<file path="config.mk">
export PLATFORM = sky130hd
export DESIGN_NAME = mips_exec_sequencer
export DESIGN_NICKNAME = d
export VERILOG_FILES = /design/src/rtl/mips_exec_sequencer.sv
export SDC_FILE = /design/constraint.sdc
export NUM_CORES = 2
export LEC_CHECK = 0
export CORE_MARGIN = 1
export CORE_UTILIZATION = 55
export DETAILED_ROUTE_END_ITERATION = 7
export GPL_TIMING_DRIVEN = 0
export PLACE_DENSITY = 0.8
export SLEW_MARGIN = 20
export SYNTH_ARGS = -nofsm -noshare
export SYNTH_HDL_FRONTEND = slang
export SYNTH_SLANG_ARGS = --single-unit
</file>
<file path="constraint.sdc">
create_clock -name clk -period 4.7 [get_ports clk]
set_clock_uncertainty 0.15 [all_clocks]
set_input_delay 0.705 -clock clk [delete_from_list [all_inputs] [get_ports clk]]
set_output_delay 0.705 -clock clk [all_outputs]
set_load 0.02 [all_outputs]
</file>
<file path="src/rtl/mips_exec_sequencer.sv">
// mips_exec_sequencer: multi-cycle controller for the MIPS single-instruction
// datapath. Owns the 32x32 register file and sequences one instruction per
// IDLE -> DECODE -> EXEC -> WB pass against an external combinational ALU.
// Ports:
//   clk, rst_n                 clock, async active-low reset
//   instr_valid/instr_ready    instruction handshake (ready only in IDLE)
//   instr                      R/I-type instruction word
//   alu_a, alu_b               registered operands (rs; rt or sext imm16)
//   alu_funct/opcode/shamt     fields of the captured instruction
//   alu_result                 combinational ALU output
//   result, result_valid       registered result, one-cycle pulse in WB
//   err_illegal_dst, err_clr   sticky illegal-destination flag and its clear
//   busy                       high outside IDLE
//   instr_count                completed-instruction counter (wraps)
//   dbg_we/dbg_addr/dbg_wdata  register-file preload port, honoured in IDLE
module mips_exec_sequencer #(
  parameter int CNT_W = 16
) (
  input  logic             clk,
  input  logic             rst_n,
  input  logic             instr_valid,
  output logic             instr_ready,
  input  logic [31:0]      instr,
  output logic [31:0]      alu_a,
  output logic [31:0]      alu_b,
  output logic [5:0]       alu_funct,
  output logic [5:0]       alu_opcode,
  output logic [4:0]       alu_shamt,
  input  logic [31:0]      alu_result,
  output logic [31:0]      result,
  output logic             result_valid,
  output logic             err_illegal_dst,
  input  logic             err_clr,
  output logic             busy,
  output logic [CNT_W-1:0] instr_count,
  input  logic             dbg_we,
  input  logic [4:0]       dbg_addr,
  input  logic [31:0]      dbg_wdata
);

  typedef enum logic [1:0] {IDLE, DECODE, EXEC, WB} state_t;

  state_t            state;
  logic [31:0]       instr_q;
  logic [31:0][31:0] rf;        // rf[0] is never written, so it reads 0
  logic [4:0]        dst_q;
  logic              illegal_q;

  logic        r_type;
  logic [4:0]  rs, rt, rd, dst;
  logic [31:0] rs_val, rt_val, imm_sext;

  assign r_type   = (instr_q[31:26] == 6'd0);
  assign rs       = instr_q[25:21];
  assign rt       = instr_q[20:16];
  assign rd       = instr_q[15:11];
  assign dst      = r_type ? rd : rt;
  assign imm_sext = {{16{instr_q[15]}}, instr_q[15:0]};
  assign rs_val   = (rs == 5'd0) ? 32'd0 : rf[rs];
  assign rt_val   = (rt == 5'd0) ? 32'd0 : rf[rt];

  // ALU control comes straight from the captured word; it is stable from
  // DECODE onward because instr_q only loads in IDLE.
  assign alu_funct  = instr_q[5:0];
  assign alu_opcode = instr_q[31:26];
  assign alu_shamt  = instr_q[10:6];

  always_ff @(posedge clk or negedge rst_n) begin
    if (!rst_n) begin
      state           <= IDLE;
      instr_q         <= '0;
      rf              <= '0;
      dst_q           <= '0;
      illegal_q       <= 1'b0;
      alu_a           <= '0;
      alu_b           <= '0;
      result          <= '0;
      result_valid    <= 1'b0;
      err_illegal_dst <= 1'b0;
      instr_count     <= '0;
      instr_ready     <= 1'b1;
      busy            <= 1'b0;
    end else begin
      // Clear first so a same-edge error set below takes priority.
      if (err_clr) err_illegal_dst <= 1'b0;
      case (state)
        IDLE: begin
          // Preload and acceptance may share an edge; operands are read in
          // DECODE, so the new instruction sees the preloaded value.
          if (dbg_we && dbg_addr != 5'd0) rf[dbg_addr] <= dbg_wdata;
          if (instr_valid) begin
            instr_q     <= instr;
            instr_ready <= 1'b0;
            busy        <= 1'b1;
            state       <= DECODE;
          end
        end
        DECODE: begin
          alu_a     <= rs_val;
          alu_b     <= r_type ? rt_val : imm_sext;
          dst_q     <= dst;
          // $0 is hardwired, $26/$27 are reserved for the kernel.
          illegal_q <= (dst == 5'd0) || (dst == 5'd26) || (dst == 5'd27);
          state     <= EXEC;
        end
        EXEC: begin
          result       <= alu_result;
          result_valid <= 1'b1;
          if (illegal_q) err_illegal_dst <= 1'b1;
          else           rf[dst_q]       <= alu_result;
          instr_count  <= instr_count + 1'b1;
          state        <= WB;
        end
        WB: begin
          result_valid <= 1'b0;
          instr_ready  <= 1'b1;
          busy         <= 1'b0;
          state        <= IDLE;
        end
        default: state <= IDLE;
      endcase
    end
  end

endmodule
</file>
Yosys cells after proc, flatten, opt, wreduce, memory -nomap -nowiden

Index checks and enable logic that the tools add are counted.

Add/sub/neg operators: 1
Multiply operators: 0
Divide/modulo/power cells: 0
Magnitude comparators: 6
Equal/unequal tests: 8
Shifts and indexed selects: 0
Multiplexer cells: 27
Bitwise logic cells: 0
Reductions and logical operators: 17

Operators by type and width:

| cell                                                                         | number |
|---|---|
| 1024-bit bitwise mux                                                         | 2 |
| 1024-bit two-way mux                                                         | 2 |
| 1024-bit one-hot mux with 2 select lines                                     | 1 |
| 32-bit binary-select mux with 5-bit select                                   | 2 |
| 32-bit demux with 5-bit select                                               | 2 |
| 32-bit two-way mux                                                           | 7 |
| 5-bit by 6-bit less-than comparator with 1-bit output, second input constant | 4 |
| 16-bit by 1-bit adder with 16-bit output, second input constant              | 1 |
| 5-bit logical NOT                                                            | 3 |
| 5-bit == test, second input constant                                         | 2 |
| 5-bit by 1-bit >= comparator with 1-bit output, second input constant        | 2 |
| 2-bit one-hot mux with 4 select lines                                        | 1 |
| 6-bit logical NOT                                                            | 1 |
| 2-bit != test, second input constant                                         | 3 |
| 1-bit one-hot mux with 2 select lines                                        | 3 |
| 2-bit nonzero test                                                           | 3 |
| 1-bit two-way mux                                                            | 5 |
| 5-bit two-way mux                                                            | 1 |
| 5-bit nonzero test                                                           | 1 |
| 2-bit == test, second input constant                                         | 2 |
| 2-bit AND reduction                                                          | 2 |
| 1-bit logical AND                                                            | 3 |
| 3-bit AND reduction                                                          | 1 |
| 2-bit by 1-bit == test with 1-bit output, second input constant              | 1 |
| 3 further kinds                                                              | 4 |

Register bits: 1180
Bits in latches: 0
Memory bits (writable): 0
Bits in read-only memories: 0
Output and inout port bits: 133
Memories kept: 0

Longest topological paths before layout

Depth in word-level cells: 7
Mapped depth: 10
Gate-level depth less buffers: 7

Worst setup path before layout

No wires, ideal clock.

Kind: input to register
From: input port dbg_addr[1]
To: register rf[801] (netlist bit)
Data arrival time: 2295 ps
Data required time: 4425 ps
Path slack: 2130 ps
Stages: 8
Path through: or3_1 > buf_2 > o21ai_4 > a21oi_4 > buf_12 > o21ai_4 > buf_12 > mux2_4

Word-level cells in the longest chain between the ends: 7
Elaborated cells between the ends (all ways): 12
Classes of those cells: 2 x order compare; 1 x eq/ne; 5 x mux; 4 x reduce/logical

Ends and longest elaborated chain:

| what                                                                                                                                                 | RTL line | RTL |
|---|---|---|
| from (decl)                                                                                                                                          | 37       | `input logic [4:0] dbg_addr,` |
| 5-bit by 6-bit less-than comparator with 1-bit output (implied by the code) / 5-bit by 1-bit >= comparator with 1-bit output (equally long branches) | 90       | `if (dbg_we && dbg_addr != 5'd0) rf[dbg_addr] <= dbg_wdata;` |
| 1-bit logical AND (implied by the code)                                                                                                              | 90       |  |
| 32-bit two-way mux (implied by the code)                                                                                                             | 90       |  |
| 32-bit demux with 5-bit select                                                                                                                       | 90       |  |
| 1024-bit bitwise mux                                                                                                                                 | 90       |  |
| 1024-bit two-way mux                                                                                                                                 | 90       |  |
| 1024-bit one-hot mux with 2 select lines                                                                                                             | 86       | `case (state)` |
| to (signal, indexed assignment)                                                                                                                      | 90       |  |
| to (signal, indexed assignment)                                                                                                                      | 110      | `else rf[dst_q] <= alu_result;` |
| to (decl)                                                                                                                                            | 45       | `logic [31:0][31:0] rf;` |

Parallel ways exist; a longest one is shown, timed or not. The select of a mux whose other input is x is not followed.
A chain may end at the register's enable or synchronous reset.

Final worst setup path

From: register instr_q[22]
To: register alu_a[0]

Word-level cells in the longest chain between the ends: 3
Elaborated cells between the ends (all ways): 4
Classes of those cells: 3 x mux; 1 x reduce/logical

Ends and longest elaborated chain:

| what                                       | RTL line | RTL |
|---|---|---|
| from (decl)                                | 44       | `logic [31:0] instr_q;` |
| from (signal assigned)                     | 92       | `instr_q <= instr;` |
| 32-bit binary-select mux with 5-bit select | 59       | `assign rs_val = (rs == 5'd0) ? 32'd0 : rf[rs];` |
| 32-bit two-way mux (implied by the code)   | 59       |  |
| 32-bit two-way mux (*)                     | 59       |  |
| to (signal assigned)                       | 99       | `alu_a <= rs_val;` |
| to (decl)                                  | 24       | `output logic [31:0] alu_a,` |

Mark *: on every way between the ends. The rest lies on a longest branch, timed or not. The select of a mux whose other input is x is not followed.

==> results.toml <==
[synth]
seq_area_frac_synth_pct = 39.7
syn_area_per_cell_um2 = 12.8
syn_nets = 5908
synth_top_cell_area_share_pct = 39.7
synthArstFlopShare_pct = 100
synth-edff-count = 0
synthesis.area_mm2 = 0.0743
synthCells = 5796
yosys.area.top_type = "dfrtp_1"
synthFlopType = "dfrtp_1"
synth_seq_cells = 1180
synth_area_leaders = "dfrtp_1 40%, mux2_4 18%, mux4_2 12%"
yosys_warnings = 0
yosysUniqueCellTypes = 66

[global_route]
grt_pass1_vias = 58753
overflow = 0
grt.total_usage_pct = 43.8
grt_max_degree = 144
antenna_found_initial = 13
grt_pass1_wl_mm = 427

[outcome]
status = "finished with violations"
violations = "DRC"

[sta]
setup_viol = 0
timing.setup.tns_ps = 0
layout_worst_path_cycle_share_pct = 97.6
max_slew_margin_pct = 14.0
worst_pin_slew_ps = 1290
rsz0062_at_grt = "false"
post-route-min-period_ps = 4590
drv_slew = 0
fmax_ghz = 0.218
hold_viol_final = 0

[setup_path]
required_ps = 5280
crit_path_max_incr_delay_ps = 980
crit_type = "register to register"
slowest_stage = "clkbuf_1"
cp_cell_sequence = "buf_2 > buf_2 > clkbuf_1 > mux4_2 > nor3_1 > nor3_1 > a22o_1"
end_kind = "register"
arrival_ps = 5170
worst-path-max-fanout = 10
startpoint_type = "register"

[clock_tree]
htree_levels = 4
ctsResizeCount = 0
cts_made_buffers = 137
cts_tree = "built"
clkLatencyLatePin_ps = 810
cts_sinks = 1180
cts_max_path_buffers = 3
clock-root-buffer = "clkbuf_16"
path_clk_slew_ps = 60

[placement]
place_inst = 7812
io_buffers = 238
dp_hpwl_mm = 232
gp_congestion = 1.03

[routing]
viasPerCell = 7.35
drc = 34
ant_nets = 0
firstDrtPassIters = 8
via_count = 59255
wirelength_mm = 302
wl_per_cell_um = 37.4
drt_iter0_markers = 8698

[die]
die_x_um = 370
die_area_mm2 = 0.137
core_region_area_mm2 = 0.134
row_count = 134
start_util_pct = 55.5
io_pins = 239
die_y_um = 370

[final_layout]
fillers = 10260
mostFrequentLayoutCells = "1,179 x dfrtp_1, 1,049 x o22ai_1, 900 x mux2_4"
fin_cells = 8064
final_layout_size_suffix_gt1_share_pct = 31.6
nets = 6298
areaGrowthSynthToFinish_pct = 13.3
final_common_cell = "dfrtp_1"

[pwr]
p_per_area_mw_per_mm2 = 555
ir_worst_vdd_mv = 0.369
total_leakage_power_nw = 38.1

[worst_hold_path]
min_path_type = "input port to async pin"

[flow_run]
maxCapViolCount = 0
-- repair_timing --
action,in CTS,in global routing
hold buffers,1,0
buffers inserted,0,0
endpoints found under the hold margin,58,0
-- report_power, final --
| group | total (mW) | switching [mW] | internal [mW] |
|---|---|---|---|
| sequential | 12.7 | 1.32 | 11.3 |
| clock | 11.9 | 4.78 | 7.10 |
| combinational | 22.2 | 15.2 | 6.95 |
| total | 46.7 | 21.3 | 25.4 |
-- critical path: cells and delay by family (launching register included) --
family          cells  cell delay (ps)
compound gates      1              240
buf+inv             3             2030
flops               1              790
mux                 1              440
simple gates        2              830
-- flip-flops by register name, indices dropped and copies added (netlist names) --
register         flops
alu_a               32
alu_b               32
instr_q             32
state                2
illegal_q            1
result              32
result_valid         1
rf                1024
instr_ready          1
dst_q                5
instr_count         16
busy                 1
err_illegal_dst      1
-- cell type report --
cell class                      instances  area [um^2]  area share [%]
Tap cell                             1768         2210            2.63
Clock buffer                          186         4010            4.77
Antenna cell                            3         7.51         0.00892
Multi-Input combinational cell       3815        40000            47.6
Inverter                               41          154           0.183
Buffer                                760         4660            5.53
Clock inverter                         60          882            1.05
Timing Repair Buffer                  251         2690            3.20
Sequential cell                      1180        29500            35.1
-- path summary, 6_finish.rpt --
check / start / to / slack [ps] / depth (start not counted)
min in group clk: err_clr / err_illegal_dst / 330 / 2
setup / recovery: instr_q[22] / alu_a[0] / 110 / 7
hold reg to reg: instr_count[15] / instr_count[15] / 330 / 1
max in group asynchronous: rst_n / rf[833] / 1790 / 5
hold / removal: rst_n / rf[251] / 290 / 2
setup reg to reg: instr_q[22] / alu_a[0] / 110 / 7
-- stage by stage --
stage | hold WS [ps] | total power, mW | utilization, % | setup WS [ps] | cell area, um^2
final | 292 | 46.7 | 62.9 | 114 | 84200
after detailed placement | 323 | 33.6 | 59.2 | 463 | 79200
after global placement | 313 | 33.3 | 59.0 | -52270 | 78900
after CTS | 278 | 45.3 | 62.9 | 435 | 84100
after global routing | 320 | 47.2 | 62.9 | 318 | 84200
after floorplan | 259 | 24.3 | - | 2130 | 74300
-- cells in the mapped netlist (23+ instances only) --
| cell | n |
|---|---|
| buf_1 | 38 |
| mux4_2 | 385 |
| mux2_2 | 172 |
| o21ai_0 | 57 |
| o21ai_4 | 31 |
| a221oi_1 | 33 |
| buf_4 | 46 |
| buf_2 | 71 |
| inv_1 | 38 |
| o22ai_1 | 1049 |
| buf_12 | 93 |
| nor2b_1 | 50 |
| o32a_1 | 31 |
| nand3_1 | 23 |
| a21oi_1 | 84 |
| a211oi_1 | 40 |
| mux2i_1 | 250 |
| o221ai_1 | 96 |
| nor2_1 | 134 |
| mux2_4 | 900 |
| a22o_1 | 43 |
| clkbuf_1 | 511 |
| nand2_1 | 151 |
| dfrtp_1 | 1179 |
| nor3_1 | 127 |
-- logic make-up (layout without fill, tap and decap cells) --
| family | Yosys count | in the layout | synth area share (%) |
|---|---|---|---|
| flops | 1180 | 1180 | 39.7 |
| xor+xnor | 15 | 15 | 0.177 |
| mux | 1716 | 1716 | 36.0 |
| other cells | 0 | 3 | 0 |
| buf+inv | 801 | 1298 | 6.44 |
| simple gates | 537 | 537 | 3.41 |
| fa+ha+maj | 6 | 6 | 0.101 |
| compound gates | 1541 | 1541 | 14.2 |
-- metal layers --
layer | wire (um) | vias up | global-route usage (%)
li1 | - | 23540 | -
met1 | 114000 | 30457 | 56.7
met2 | 128000 | 4315 | 62.6
met3 | 41100 | 927 | 17.5
met4 | 18500 | 16 | 23.7
met5 | 148 | - | 0.249
Note: power is estimated with default switching activity, not from simulation.
